===== config.mk =====
export PLATFORM = sky130hd
export DESIGN_NAME = gpio_serial_cfg_tx
export DESIGN_NICKNAME = d
export VERILOG_FILES = /design/src/rtl/gpio_cfg_pkg.sv /design/src/rtl/gpio_serial_tick.sv /design/src/rtl/gpio_serial_cfg_tx.sv
export SDC_FILE = /design/constraint.sdc
export NUM_CORES = 1
export LEC_CHECK = 0
export CORE_ASPECT_RATIO = 0.5
export CORE_UTILIZATION = 48
export DETAILED_ROUTE_END_ITERATION = 12
export GPL_TIMING_DRIVEN = 0
export PLACE_DENSITY_LB_ADDON = 0.05
export SYNTH_ARGS = -nofsm -noshare
export SYNTH_HDL_FRONTEND = slang
export SYNTH_HIERARCHICAL = 1
export SYNTH_SLANG_ARGS = --single-unit

===== constraint.sdc =====
create_clock -name wb_clk_i -period 1.8 [get_ports wb_clk_i]
set_input_delay 0.36 -clock wb_clk_i [delete_from_list [all_inputs] [get_ports wb_clk_i]]
set_output_delay 0.36 -clock wb_clk_i [all_outputs]
set_load 0.02 [all_outputs]

===== src/rtl/gpio_cfg_pkg.sv =====
// Shared definitions for the GPIO serial configuration chain.
//   GPIO_BITS : width of one pad configuration word
//   state_t   : transmitter sequencing states
//   PAD_MODE_*: named pad-mode words used for pad defaults and the config store
package gpio_cfg_pkg;

    localparam int unsigned GPIO_BITS = 13;

    typedef logic [GPIO_BITS-1:0] pad_cfg_t;

    typedef enum logic [2:0] {
        IDLE,
        LOAD_A,
        LOAD_B,
        SHIFT_LO,
        SHIFT_HI,
        LATCH,
        SETTLE
    } state_t;

    localparam pad_cfg_t PAD_MODE_MGMT_STD_INPUT_NOPULL  = 13'h0403;
    localparam pad_cfg_t PAD_MODE_MGMT_STD_OUTPUT        = 13'h1809;
    localparam pad_cfg_t PAD_MODE_MGMT_STD_BIDIRECTIONAL = 13'h1801;
    localparam pad_cfg_t PAD_MODE_MGMT_STD_ANALOG        = 13'h1803;
    localparam pad_cfg_t PAD_MODE_USER_STD_INPUT_NOPULL  = 13'h0402;
    localparam pad_cfg_t PAD_MODE_USER_STD_OUTPUT        = 13'h1808;
    localparam pad_cfg_t PAD_MODE_USER_STD_BIDIRECTIONAL = 13'h1800;

endpackage


===== src/rtl/gpio_serial_tick.sv =====
// Phase timer for the serial chain: pulses phase_end on the last cycle of
// every CLK_DIV-cycle phase.
//   clk, rst  : clock, asynchronous active-high reset
//   clear     : hold the count at zero (untimed states)
//   phase_end : high during the final cycle of a phase
module gpio_serial_tick
    import gpio_cfg_pkg::*;
#(
    parameter int unsigned CLK_DIV = 4
) (
    input  logic clk,
    input  logic rst,
    input  logic clear,
    output logic phase_end
);

    localparam int unsigned CNT_W = $clog2(CLK_DIV + 1);

    logic [CNT_W-1:0] cnt;

    assign phase_end = (cnt == CNT_W'(CLK_DIV - 1));

    // Wrapping on phase_end means every timed state starts from zero, since
    // timed states only change on phase_end.
    always_ff @(posedge clk or posedge rst) begin
        if (rst) begin
            cnt <= '0;
        end else if (clear || phase_end) begin
            cnt <= '0;
        end else begin
            cnt <= cnt + 1'b1;
        end
    end

endmodule


===== src/rtl/gpio_serial_cfg_tx.sv =====
// Transmitter end of the GPIO serial configuration chain. Reads one word per
// pad from a synchronous config store (pad NUM_GPIO-1 first), shifts the chain
// out MSB first on serial_clock/serial_data, then strobes serial_load.
//   wb_clk_i, wb_rst_i : clock, asynchronous active-high reset
//   start              : single-cycle transfer request (ignored while busy)
//   cfg_addr, cfg_data : config store address / read data (1-cycle latency)
//   busy, done         : transfer in progress / one-cycle completion pulse
//   serial_clock/data/load : chain shift clock, data, latch strobe
module gpio_serial_cfg_tx #(
    parameter int unsigned GPIO_BITS = gpio_cfg_pkg::GPIO_BITS,
    parameter int unsigned NUM_GPIO  = 19,
    parameter int unsigned CLK_DIV   = 4,
    parameter int unsigned ADDR_W    = (NUM_GPIO > 1) ? $clog2(NUM_GPIO) : 1
) (
    input  logic                 wb_clk_i,
    input  logic                 wb_rst_i,
    input  logic                 start,
    output logic [ADDR_W-1:0]    cfg_addr,
    input  logic [GPIO_BITS-1:0] cfg_data,
    output logic                 busy,
    output logic                 done,
    output logic                 serial_clock,
    output logic                 serial_data,
    output logic                 serial_load
);

    import gpio_cfg_pkg::*;

    localparam int unsigned BCNT_W = (GPIO_BITS > 2) ? $clog2(GPIO_BITS) : 1;

    state_t                state;
    logic [BCNT_W-1:0]     bit_cnt;
    // The MSB goes straight to serial_data at capture, so only the remaining
    // bits are held here.
    logic [GPIO_BITS-2:0]  shreg;
    logic                  tick_clear;
    logic                  phase_end;

    assign tick_clear = (state inside {IDLE, LOAD_A, LOAD_B});

    gpio_serial_tick #(
        .CLK_DIV(CLK_DIV)
    ) u_tick (
        .clk       (wb_clk_i),
        .rst       (wb_rst_i),
        .clear     (tick_clear),
        .phase_end (phase_end)
    );

    always_ff @(posedge wb_clk_i or posedge wb_rst_i) begin
        if (wb_rst_i) begin
            state        <= IDLE;
            busy         <= 1'b0;
            done         <= 1'b0;
            serial_clock <= 1'b0;
            serial_data  <= 1'b0;
            serial_load  <= 1'b0;
            cfg_addr     <= ADDR_W'(NUM_GPIO - 1);
            shreg        <= '0;
            bit_cnt      <= '0;
        end else begin
            done <= 1'b0;
            unique case (state)
                IDLE: begin
                    if (start) begin
                        busy  <= 1'b1;
                        state <= LOAD_A;
                    end
                end
                LOAD_A: begin
                    state <= LOAD_B;
                end
                LOAD_B: begin
                    shreg       <= cfg_data[GPIO_BITS-2:0];
                    serial_data <= cfg_data[GPIO_BITS-1];
                    bit_cnt     <= BCNT_W'(GPIO_BITS - 1);
                    state       <= SHIFT_LO;
                end
                SHIFT_LO: begin
                    if (phase_end) begin
                        serial_clock <= 1'b1;
                        state        <= SHIFT_HI;
                    end
                end
                SHIFT_HI: begin
                    if (phase_end) begin
                        serial_clock <= 1'b0;
                        if (bit_cnt != '0) begin
                            bit_cnt     <= bit_cnt - 1'b1;
                            serial_data <= shreg[GPIO_BITS-2];
                            shreg       <= shreg << 1;
                            state       <= SHIFT_LO;
                        end else if (cfg_addr != '0) begin
                            cfg_addr <= cfg_addr - 1'b1;
                            state    <= LOAD_A;
                        end else begin
                            serial_data <= 1'b0;
                            serial_load <= 1'b1;
                            state       <= LATCH;
                        end
                    end
                end
                LATCH: begin
                    if (phase_end) begin
                        serial_load <= 1'b0;
                        state       <= SETTLE;
                    end
                end
                SETTLE: begin
                    if (phase_end) begin
                        done     <= 1'b1;
                        busy     <= 1'b0;
                        cfg_addr <= ADDR_W'(NUM_GPIO - 1);
                        state    <= IDLE;
                    end
                end
                default: begin
                    state <= IDLE;
                end
            endcase
        end
    end

endmodule


* Word level (Yosys, flattened, before mapping)
Cells that the tools add are included.
** Storage, ports and cells
- Flip-flop bits (word level) :: 32
- Bits of input ports :: 16
- Output and inout bits :: 10
** Cells by class
- $add $sub $neg :: 3
- Equal/unequal tests :: 17
- Multiplexer cells :: 35
- Reductions and logical operators :: 17
** Operator list (count)
- 12-bit two-way mux :: 2
- 3-bit two-way mux :: 8
- 12-bit case mux with 2 select lines :: 1
- 3-bit case mux with 7 select lines :: 1
- 5-bit two-way mux :: 4
- 5-bit AND reduction :: 3
- 3-bit AND reduction :: 4
- 1-bit two-way mux :: 11
- 2-bit != test (second input constant) :: 5
- 5-bit case mux with 2 select lines :: 1
- 2-bit nonzero test :: 5
- 3-bit by 2-bit == test with 1-bit output (second input constant) :: 3
- 3-bit == test (second input constant) :: 3
- 4-bit two-way mux :: 2
- 2-bit by 1-bit != test with 1-bit output (second input constant) :: 4
- 1-bit case mux with 2 select lines :: 4
- 4-bit case mux with 2 select lines :: 1
- 5-bit nonzero test :: 1
- 5-bit by 1-bit subtractor with 5-bit output (second input constant) :: 1
- 4-bit nonzero test :: 1
- 4-bit by 1-bit subtractor with 4-bit output (second input constant) :: 1
- 3-bit by 1-bit adder with 3-bit output (second input constant) :: 1
- 3-bit by 1-bit == test with 1-bit output (second input constant) :: 1
- 3-bit zero test :: 1
- other kinds (3) :: 3

* Logic depth before layout (Yosys ltp)
- Depth in word-level cells :: 5
- Depth in mapped cells :: 8
- Depth with buffers taken out :: 6

* Hierarchy
The synthesis kept the hierarchy.
** By module, submodules not included
- gpio_serial_cfg_tx :: times used 1, cells an instance 160, area an instance 1621.6 um^2, sequential area each 728.2 um^2
- gpio_serial_tick :: times used 1, cells an instance 10, area an instance 130.1 um^2, sequential area each 75.1 um^2

* Worst setup path before layout
OpenSTA, ideal clock, no wires.
- Path kind :: register to register
- From :: register u_tick.cnt[0]
- To :: register serial_data
- Setup time :: 0.125 ns
- Arrival :: 1.589 ns
- Data required time :: 1.675 ns
- Setup slack :: 0.086 ns
- Cell stages (with the launch flop) :: 8
- Buffers on the path :: 1
- Clock period less this slack :: 1.714 ns
- Path through :: dfrtp_1 > ha_1 > ha_1 > buf_4 > and3b_1 > o21ai_2 > a21oi_2 > mux2_4
** Between the ends
- Longest elaborated chain between the ends :: 3
** RTL lines
- start: declaration :: line gpio_serial_tick.sv:19 : logic [CNT_W-1:0] cnt;
- start signal: assignment :: line gpio_serial_tick.sv:31 : cnt <= cnt + 1'b1;
- 3-bit by 2-bit == test with 1-bit output :: line gpio_serial_tick.sv:21 : assign phase_end = (cnt == CNT_W'(CLK_DIV - 1));
- named net phase_end :: line gpio_serial_cfg_tx.sv:37 : logic phase_end;
- 2-bit by 1-bit != test with 1-bit output (no line)
- 3-bit AND reduction (no line)
- end signal: assignment :: line gpio_serial_cfg_tx.sv:75 : serial_data <= cfg_data[GPIO_BITS-1];
- end signal: assignment :: line gpio_serial_cfg_tx.sv:90 : serial_data <= shreg[GPIO_BITS-2];
- end: declaration :: line gpio_serial_cfg_tx.sv:23 : output logic serial_data,
The timed path passes the listed nets, and every way through them passes these cells.
A chain may end at the register's enable or synchronous reset.

* Final worst setup path
- From :: register cfg_addr[0]
- To :: register serial_data
** Between the ends
- Longest elaborated chain between the ends :: 3
** RTL lines
- start: declaration :: line gpio_serial_cfg_tx.sv:18 : output logic [ADDR_W-1:0] cfg_addr,
- start signal: assignment :: line gpio_serial_cfg_tx.sv:58 : cfg_addr <= ADDR_W'(NUM_GPIO - 1);
- start signal: assignment :: line gpio_serial_cfg_tx.sv:94 : cfg_addr <= cfg_addr - 1'b1;
- start signal: assignment :: line gpio_serial_cfg_tx.sv:113 : cfg_addr <= ADDR_W'(NUM_GPIO - 1);
- 5-bit nonzero test :: line gpio_serial_cfg_tx.sv:93 : end else if (cfg_addr != '0) begin
- 3-bit != test (no line)
- 3-bit AND reduction (no line)
Every way passes these cells.

==> results.yml <==
floorplan:
  die_x_um: 87.4
  dieArea_um2: 3910
  core_um2: 3450
  die_h_um: 44.7
  rows: 15
  io_pins: 26
  initial_core_util_pct: 50.7
route:
  drc: 0
  routed_wire_length_per_instance_um: 13.8
  drtIter0Drc: 66
  viasPerCell: 5.35
  vias: 1406
  first_pass_iters: 4
  ant_nets: 0
  drt-total-wl_um: 3630
grt:
  grt_max_degree: 30
  grt_remaining_overflow: 0
  track_usage_pct: 20.8
  grt_pass1_wl_um: 6020
  grt_pass1_vias: 1306
  antenna_found_initial: 0
sta:
  max_freq_mhz: 585
  worst_slack_ns: 0.0902
  finalSetupViolCount: 0
  min_period_over_period_pct: 95.0
  rsz0062_at_grt: "true"
  hold_viol: 0
  drv_slew: 0
  relSlewSlack_pct: 25.7
  skew_ns: 0.00282
  period_minus_slack_ns: 1.71
  setup_tns_ns: 0
  worst_slew_pin_slew_ns: 1.11
setup_path:
  endpoint_kind: "flop"
  crit_type: "flop to flop"
  cp_slowest_cell: "dfrtp_1"
  crit_fanout: 5
  worstSetupStartpointType: "flop"
  cp_cell_sequence: "inv_2, ha_2, nor4b_4, o21ai_2, a21oi_2, mux2_4"
  max_stage_delay_ns: 0.41
  crit_family: "flip-flops"
  cp_data_arrival_time_ns: 1.88
  critPathBufInv: 1
  crit_required_ns: 1.97
power_and_ir_drop:
  swShare_pct: 37.8
  seq_power_share_pct: 36.0
  power_uw: 3270
  p_switching_uw: 1230
  p_leak_uw: 0.000989
  ir_drop_mv: 0.682
  powerDensity_nw_per_um2: 1430
  power_frac_clock_pct: 16.2
  pwr-share-comb_pct: 47.8
  p_int_uw: 2030
hold_path:
  min_path_type: "primary input to asynchronous set/reset pin"
placed_design:
  hpwl_um: 2360
  preCtsSetupSlack_ns: -0.151
  portBuffers: 25
  gp_congestion: 0.776
  numPlacedInstances: 246
job:
  drv_cap: 0
clocking:
  clk_pin_slew_ns: 0.06
  htree_levels: 2
  tritoncts: "yes"
  cts_hold_buf: 0
  cts_inserted_buffers: 5
  clock_latency_ns: 0.28
  clockBufferDepth: 2
  cts_num_sinks: 32
  cts_root_buffer: "clkbuf_8"
finish:
  stdcell_count: 263
  fillers: 282
  register_area_um2: 803
  area_growth_pct: 30.7
  multi_input_area_um2: 891
  antenna_cells: 0
  drive_above_1_share_pct: 21.2
  nets: 231
synth:
  yosys_most_used_dff: "dfrtp_1"
  synth_warnings: 6
  syn_inst: 170
  syn-cell-area_um2: 1750
  synth_top_cell_by_area: "dfrtp_1"
  synth_seq_cells: 32
  yosysTopAreaCellShare_pct: 42.9
  avgSynthCellArea_um2: 10.3
  synth_seq_area_share_pct: 45.9
  async_flop_share_pct: 100
  syn_nets: 190
  synth.distinct_cells: 47
  synthTopCellsByArea: "dfrtp_1, mux2i_1, a21oi_1, dfstp_2, nor2_1"
  synth_edf_count: 0
run_status:
  status: "completed"
==> cell families (layout without fill, tap and decap cells) <==
kind of cell	count (synthesis)	in the layout	synth area share, %
simple gates	53	53	19.4
compound gates	47	47	18.1
flops	32	32	45.9
buf+inv	21	63	6.07
mux	13	13	7.71
fa+ha+maj	4	4	2.86
==> sequential cells by signal, indices dropped and copies added (netlist names) <==
register,cells
state,3
serial_load,1
cfg_addr,5
bit_cnt,4
serial_data,1
u_tick/cnt,3
shreg,12
serial_clock,1
busy,1
done,1
==> final timing paths <==
kind,endpoint,depth (start not counted),start,slack (ns)
worst min-delay path,u_tick/cnt[2],2,wb_rst_i,0.27
max in group asynchronous,shreg[6],2,wb_rst_i,0.43
worst max-delay path,serial_data,6,cfg_addr[0],0.09
worst min register to register,cfg_addr[1],2,cfg_addr[1],0.49
worst max register to register,serial_data,6,cfg_addr[0],0.09
min in group wb_clk_i,cfg_addr[1],2,cfg_addr[1],0.49
==> area by class of cell <==
class	instances	area share, %
Inverter	11	1.80
Timing Repair Buffer	35	15.0
Buffer	9	2.90
Clock buffer	8	3.50
Multi-Input combinational cell	117	38.9
Tap cell	51	2.79
Sequential cell	32	35.1
==> what timing repair did <==
item                       CTS  global route
resized for setup           11             8
pin swaps                    1             2
cloned                       1             0
setup buffers                5             4
setup endpoints to repair   20            20
==> power groups by stage <==
stage          Sequential, uW  Clock, uW  Combinational (uW)
2_1_floorplan            1200          0                 968
3_3_place_gp             1160          0                1330
3_5_place_dp             1180          0                1350
4_1_cts                  1170        539                1480
5_1_grt                  1210        570                1720
6_report                 1180        529                1560
==> cell usage after synthesis (2+ instances only) <==
cell type,count
or3_1,3
dfstp_2,2
buf_4,2
nor2_1,14
buf_2,4
nor3b_2,2
o21ai_0,8
nand3b_1,2
o311a_1,2
buf_6,2
nand2_1,8
ha_1,4
a31oi_1,2
nor3_1,3
o22ai_1,2
mux2i_1,12
nor4_1,2
o21ai_1,3
a21oi_1,20
nor2b_1,2
clkbuf_1,2
inv_1,10
nand3_1,3
nand2b_1,4
dfrtp_1,30
==> through the flow <==
step	util, %	hold slack [ns]	cell area [um^2]
after detailed placement	59.8	0.433	2070
after global routing	66.3	0.276	2290
after global placement	59.8	0.423	2070
after CTS	64.5	0.271	2230
final	66.3	0.269	2290
after floorplan	-	0.114	1750
==> routing by layer <==
layer	GRT usage (%)	part of all wire, %	wire, um	up-vias
met3	6.03	4.4	161	7
met1	27.0	51	1850	680
met5	0	0	0	-
met2	33.9	43	1570	26
li1	-	-	-	693
met4	7.87	1.3	46	0
==> cells in the final DEF, fill, tap and decap left out, drive strengths merged, types with 2 or more instances in the layout <==
cell type	synthesis	final
clkbuf	2	10
dlymetal6s2s	0	2
nand2b	4	4
o311a	2	2
mux2i	12	12
a31oi	2	2
nor3	3	3
inv	11	11
o21ai	12	12
nor3b	4	4
or3	3	3
nand3	3	3
a21oi	22	22
dlygate4sd2	0	2
clkdlybuf4s50	0	21
nor2	14	14
ha	4	4
nand3b	3	3
buf	8	17
nand2	8	8
dfstp	2	2
o22ai	2	2
nor4	2	2
dfrtp	30	30
nor2b	2	2
(Power assumes the default switching activity.)
==> variant 1 (config.mk and constraints unchanged) <==
`CLK_DIV` is set to 4 in 2 places; all go to 2.
--- a/src/rtl/gpio_serial_tick.sv
+++ b/src/rtl/gpio_serial_tick.sv
@@ -7,5 +7,5 @@
     import gpio_cfg_pkg::*;
 #(
-    parameter int unsigned CLK_DIV = 4
+    parameter int unsigned CLK_DIV = 2
 ) (
     input  logic clk,
--- a/src/rtl/gpio_serial_cfg_tx.sv
+++ b/src/rtl/gpio_serial_cfg_tx.sv
@@ -10,5 +10,5 @@
     parameter int unsigned GPIO_BITS = gpio_cfg_pkg::GPIO_BITS,
     parameter int unsigned NUM_GPIO  = 19,
-    parameter int unsigned CLK_DIV   = 4,
+    parameter int unsigned CLK_DIV   = 2,
     parameter int unsigned ADDR_W    = (NUM_GPIO > 1) ? $clog2(NUM_GPIO) : 1
 ) (
Formal check against the unedited RTL: not equivalent (Yosys sat finds a counterexample within 10 cycles, from zero or initial values and one cycle with wb_rst_i high).
==> variant 1 against the original RTL <==
  * Sequential share of layout area hardly changed
  * First-iteration DRC count is 50% higher
  * Synthesized cell count is 1.8% lower
  * Sequential cell count is 1 lower
  * Area after synthesis is 2.9% lower
  * Clock power is 0.8% lower
  * Cell area is 3.1% lower
  * Setup slack worse by 22 ps
  * Fmax is 1.3% lower
  * Total power is 3.3% lower
  * Utilization is 3.3 points higher
  * Critical endpoint is now shreg[6]$_DFFE_PP0P_
  * Combinational power is 5% lower
  * Routed wire length is 3.2% lower
==> variant 1: results (changes against the original RTL) <==
[sta]
report.final.slew_viol_count = 0  ; unchanged
hold_ws_ps = 264  ; -5.23 ps
relSlewSlack = 0.265  ; +0.00832
clock_skew_ps = 5.86  ; +3.05 ps

[synth]
async_flop_share = 1.00  ; unchanged
synth-adder-area-share = 0.0221  ; -0.00651
synth_warnings = 6  ; unchanged
yosysSeqAreaShare = 0.457  ; -0.00122
synth_nets = 186  ; -2.1%
syn_area_per_cell_um2 = 10.2  ; -1.1%
synth_cell_types = 47  ; unchanged
synth_compound_area_frac = 0.187  ; +0.00534
synth_ff_type = dfrtp_1
yosys-top-cells-area = dfrtp_1 (43%), mux2i_1 (7.1%), a21oi_1 (5.9%)
ys_top_cells_by_count = dfrtp_1 (29), a21oi_1 (20), nor2_1 (14)
synth.area.mux_share = 0.0794  ; +0.00227
synth_xor_area_frac = 0  ; unchanged

[hold_path]
hold_path_class = input pin to asynchronous set/reset pin

[clock_network]
clkTransAtPathRegs_ps = 70
h-tree-depth = 2  ; unchanged
clock_path_buffers = 2  ; unchanged
clk-insertion-delay-late_ps = 280  ; about the same
cts_buffers = 5  ; unchanged
root_buffer = clkbuf_8

[grt]
grt_max_degree = 30  ; unchanged
grt_pass1_vias = 1233  ; -5.6%
grt_pass1_wl_um = 5690  ; -5.4%
grt_use_total = 0.200  ; -0.00825
antenna_found_initial = 0  ; unchanged

[place]
numPortBuffers = 25  ; unchanged
placed_cells = 240  ; -2.4%
detailed_place_hpwl_um = 2330  ; -1.5%
pre_cts_ws_ps = -24.5  ; +127 ps
place.gp.congestion = 0.791  ; +2.1%

[setup_path]
critical_path_arrival_ps = 1900  ; +20 ps
critPathMaxStageDelay_ps = 440  ; +30 ps
ff2ff_setup_slack_ps = 70  ; -20 ps
worstPathMaxFanout = 7  ; +2
reg2regPathDepth = 7  ; +1
r2r-start = bit_cnt[1]$_DFFE_PP0P_
slowest_stage = nor3b_4
r2r-end = shreg[6]$_DFFE_PP0P_

[detailed_routing]
vias = 1378  ; -2.0%
finalWirelength_um = 3510  ; -3.2%
drtIter0Drc = 99  ; +50%
dr.pass1.iters = 4  ; unchanged

[finish]
layout-drive-gt1-share = 0.210  ; -0.00274
n_fill_cell = 256  ; -9.2%
nNetsFinal = 228  ; -1.3%
antenna_cells = 0  ; unchanged
fin_cells = 258  ; -1.9%
largestRegisters = shreg x12, cfg_addr x5, bit_cnt x4

[power]
vdd_drop_max_v = 0.000792  ; +16%
p_leak_nw = 0.926  ; -6.3%

[run_status]
status = finished, final reports clean

## variant 1: worst max-delay path by stage
stage                                   end  cells past startpoint               startpoint  slack (ps)
floorplan           serial_data$_DFFE_PP0P_                      6  cfg_addr[0]$_DFFE_PP0P_         100
global placement       shreg[3]$_DFFE_PP0P_                      7  u_tick/cnt[1]$_DFF_PP0_           5
detailed placement     shreg[5]$_DFFE_PP0P_                      7  u_tick/cnt[1]$_DFF_PP0_         -20
CTS                             cfg_addr[1]                      1  cfg_addr[1]$_DFFE_PP1P_           6
global route           shreg[9]$_DFFE_PP0P_                      7   bit_cnt[0]$_DFFE_PP0P_         -10
finish                 shreg[6]$_DFFE_PP0P_                      7   bit_cnt[1]$_DFFE_PP0P_          70
## variant 1: metal layers
| layer | GRT usage | up-vias | part of all wire | wire (um) |
|---|---|---|---|---|
| met1 | 0.281 | 657 | 0.51 | 1780 |
| met2 | 0.290 | 38 | 0.43 | 1510 |
| met5 | 0 | - | 0 | 0 |
| met4 | 0.0567 | 0 | 0.0054 | 19 |
| li1 | - | 681 | - | - |
| met3 | 0.0765 | 2 | 0.058 | 202 |
## variant 1: cell families (layout without fill, tap and decap cells)
family | after synthesis | after routing
buffers and inverters | 21 | 64
and+or+nand+nor | 52 | 52
adders and majority gates | 3 | 3
muxes | 13 | 13
DFF | 31 | 31
AOI/OAI and AO/OA | 47 | 47
## variant 1: final cells by class
| class | instances | share of cell area |
|---|---|---|
| repair buffers | 35 | 0.148 |
| inverters | 11 | 0.0186 |
| clock buffers | 7 | 0.0344 |
| well taps | 48 | 0.0271 |
| multi-input cells | 115 | 0.385 |
| clock inverters | 1 | 0.00226 |
| flip-flops and latches | 31 | 0.351 |
| plain buffers | 10 | 0.0338 |
## variant 1: stage by stage
stage	setup TNS (ps)	instance area [um^2]
finish	0	2220
global placement	0	2010
detailed placement	-76.0	2010
global route	-25.1	2220
CTS	0	2090
floorplan	0	1700
## variant 1: what timing repair did
item / CTS / global route
resized for setup: 2 / 13
setup endpoints to repair: 11 / 23
gates cloned: 0 / 2
pin swaps: 0 / 3
setup buffers: 0 / 9
## variant 1: critical path: cells and delay by family, from the launching register on
family / cells / cell delay [ps]
buffers and inverters: 2 / 250
DFF: 1 / 380
AOI/OAI and AO/OA: 2 / 260
and+or+nand+nor: 2 / 540
adders and majority gates: 1 / 200
## variant 1: report_power, final
part	internal [mW]	leakage (nW)	total, mW	switching [mW]
logic	0.720	0.535	1.48	0.762
registers	0.969	0.350	1.16	0.186
clock network	0.271	0.0422	0.525	0.254
total	1.96	0.926	3.16	1.20
==> variant 2 (same flow settings) <==
Without the edit above. Register the output `cfg_addr` once more, cleared by the reset; this adds one clock of latency there. The other outputs are not delayed to match. Comments in the files are not updated.
--- a/src/rtl/gpio_serial_cfg_tx.sv
+++ b/src/rtl/gpio_serial_cfg_tx.sv
@@ -29,4 +29,6 @@
     localparam int unsigned BCNT_W = (GPIO_BITS > 2) ? $clog2(GPIO_BITS) : 1;
 
+    logic [ADDR_W-1:0] cfg_addr_s0;
+
     state_t                state;
     logic [BCNT_W-1:0]     bit_cnt;
@@ -56,5 +58,5 @@
             serial_data  <= 1'b0;
             serial_load  <= 1'b0;
-            cfg_addr     <= ADDR_W'(NUM_GPIO - 1);
+            cfg_addr_s0  <= ADDR_W'(NUM_GPIO - 1);
             shreg        <= '0;
             bit_cnt      <= '0;
@@ -91,6 +93,6 @@
                             shreg       <= shreg << 1;
                             state       <= SHIFT_LO;
-                        end else if (cfg_addr != '0) begin
-                            cfg_addr <= cfg_addr - 1'b1;
+                        end else if (cfg_addr_s0 != '0) begin
+                            cfg_addr_s0 <= cfg_addr_s0 - 1'b1;
                             state    <= LOAD_A;
                         end else begin
@@ -111,5 +113,5 @@
                         done     <= 1'b1;
                         busy     <= 1'b0;
-                        cfg_addr <= ADDR_W'(NUM_GPIO - 1);
+                        cfg_addr_s0 <= ADDR_W'(NUM_GPIO - 1);
                         state    <= IDLE;
                     end
@@ -122,4 +124,12 @@
     end
 
+    always_ff @(posedge wb_clk_i or posedge wb_rst_i) begin
+        if (wb_rst_i) begin
+            cfg_addr <= '0;
+        end else begin
+            cfg_addr <= cfg_addr_s0;
+        end
+    end
+
 endmodule
 
Behaviour: not the same (Yosys sat finds a counterexample within 4 cycles, from zero or initial values and one cycle with wb_rst_i high).
==> variant 2 against the original RTL <==
  * The run now ends with negative setup slack left
  * Routed wire length decreased by 0.74%
  * Total power decreased by 11%
  * Area after synthesis decreased by 1.4%
  * Setup slack got worse by 130 ps
  * Cell count decreased by 2.7%
  * Sequential cell count increased by 5
  * First-iteration DRC count decreased by 47%
  * Critical path depth increased by 2
  * Cell area decreased by 1.1%
  * Die area decreased by 1.4%
  * Utilization increased by 4.3 points
  * Fmax decreased by 7.1%
  * Largest power group is now registers
  * Highest routed layer unchanged
==> variant 2: results (changes against the original RTL) <==
[synth]
synth_cell_types = 34  ; -28%
synth_nets = 186  ; -2.1%
yosysSeqAreaShare = 0.538  ; +0.0791
ys_top_cells_by_count = dfrtp_1 (35), o21ai_0 (26), nand2_1 (19)
yosys-top-cells-area = dfrtp_1 (51%), o21ai_0 (7.5%), mux2i_1 (7.0%)
syn_inst = 166  ; -2.4%
async_flop_share = 1.00  ; unchanged

[clock_network]
clk-insertion-delay-late_ps = 290
root_buffer = clkbuf_8
h-tree-depth = 2  ; unchanged
cts_buffers = 5  ; unchanged
clkTransAtPathRegs_ps = 70

[power]
vdd_drop_max_v = 0.000940  ; +38%
p_leak_nw = 0.961  ; -2.8%

[grt]
grt_use_total = 0.204  ; -0.00429
grt_pass1_wl_um = 5870  ; -2.4%
grt_overflow = 0  ; unchanged
antenna_found_initial = 0  ; unchanged
grt_max_degree = 35  ; +17%
grt_pass1_vias = 1285  ; -1.6%

[hold_path]
hold_path_class = input pin to asynchronous set/reset pin

[run_status]
status = finished, violations left
failed_checks = negative setup slack

[place]
placed_cells = 239  ; -2.8%
numPortBuffers = 25  ; unchanged
place.gp.congestion = 0.767  ; -1.1%
detailed_place_hpwl_um = 2280  ; -3.5%
pre_cts_ws_ps = -182  ; -30.9 ps

[detailed_routing]
wl_per_cell_um = 14.1  ; +2.0%
finalWirelength_um = 3600  ; -0.74%
viasPerCell = 5.29  ; -1.1%
ant_nets = 0  ; unchanged
drtIter0Drc = 35  ; -47%

[setup_path]
worstPathMaxFanout = 10  ; +5
critical_path_arrival_ps = 2030  ; +150 ps

[finish]
n_fill_cell = 247  ; -12%
nNetsFinal = 227  ; -1.7%
largestRegisters = shreg x12, cfg_addr x5, cfg_addr_s0 x5
layout-drive-gt1-share = 0.202  ; -0.0103
antenna_cells = 0  ; unchanged

[sta]
tightest_slew_ps = 711  ; -402 ps
setup_viol = 3  ; +3
clock_skew_ps = 3.89  ; +1.08 ps
final.setup.worst_slack_ps = -39.6  ; -130 ps
tns_ps = -95.8  ; -95.8 ps

==> variant 2: worst max-delay path, cell delays in order (launching register included) <==
cell	delay, ps
dfrtp_1	410
inv_2	80
ha_4	140
or3b_4	400
a21oi_4	160
buf_6	130
buf_2	210
nand2_1	100
o21ai_0	110
==> variant 2: layout make-up <==
cell class,instances,area (um^2),area share
clock buffer,6,72.6,0.0320
sequential,37,928,0.410
timing repair buffer,34,318,0.140
inverter,12,45.0,0.0199
clock inverter,2,10.0,0.00442
multi-input combinational,110,792,0.350
tap,48,60.1,0.0265
buffer,7,38.8,0.0171
==> variant 2: where the power goes <==
part	internal [mW]	switching [mW]	leakage [nW]
registers	1.09	0.181	0.458
logic	0.523	0.553	0.458
clock network	0.269	0.297	0.0450
==> variant 2: timing repair <==
action	CTS	global route
gates resized for setup	2	13
pin swaps	1	5
setup endpoints to repair	17	20
buffers inserted	6	3
==> variant 2: final timing paths <==
| path | from | to | slack, ps | depth (start not counted) |
|---|---|---|---|---|
| min in group wb_clk_i | cfg_addr_s0[4]$_DFFE_PP1P_ | cfg_addr[4]$_DFF_PP0_ | 430 | 0 |
| worst max register to register | bit_cnt[1]$_DFFE_PP0P_ | bit_cnt[0]$_DFFE_PP0P_ | -40 | 8 |
| worst min register to register | cfg_addr_s0[4]$_DFFE_PP1P_ | cfg_addr[4]$_DFF_PP0_ | 430 | 0 |
| worst min-delay path | wb_rst_i | u_tick/cnt[2]$_DFF_PP0_ | 280 | 2 |
| max in group asynchronous | wb_rst_i | state[0]$_DFFE_PP0P_ | 810 | 2 |
| worst max-delay path | bit_cnt[1]$_DFFE_PP0P_ | bit_cnt[0]$_DFFE_PP0P_ | -40 | 8 |
==> variant 2: cells by family (layout without fill, tap and decap cells) <==
logic type | count (synthesis) | in the layout | share of synthesized area
adders and majority gates | 4 | 4 | 0.0290
muxes | 13 | 13 | 0.0761
DFF | 37 | 37 | 0.538
and+or+nand+nor | 47 | 47 | 0.159
buffers and inverters | 19 | 61 | 0.0464
AOI/OAI and AO/OA | 46 | 46 | 0.151
==> variant 2: metrics by stage <==
stage / hold WS, ps / util / instance area [um^2] / power (mW)
after floorplan: 114 / - / 1740 / 1.93
after global placement: 411 / 0.640 / 2050 / 2.17
after detailed placement: 411 / 0.640 / 2050 / 2.20
after CTS: 266 / 0.682 / 2190 / 2.84
after global routing: 312 / 0.706 / 2260 / 3.11
final: 281 / 0.706 / 2260 / 2.91
==> variant 2: routing by layer <==
layer | part of all wire | global-route usage | routed length (um) | vias to the layer above
met5 | 0 | 0 | 0 | -
met4 | 0.0039 | 0.0400 | 14 | 0
met3 | 0.042 | 0.0578 | 151 | 2
met2 | 0.47 | 0.339 | 1670 | 22
met1 | 0.49 | 0.274 | 1760 | 657
li1 | - | - | - | 672
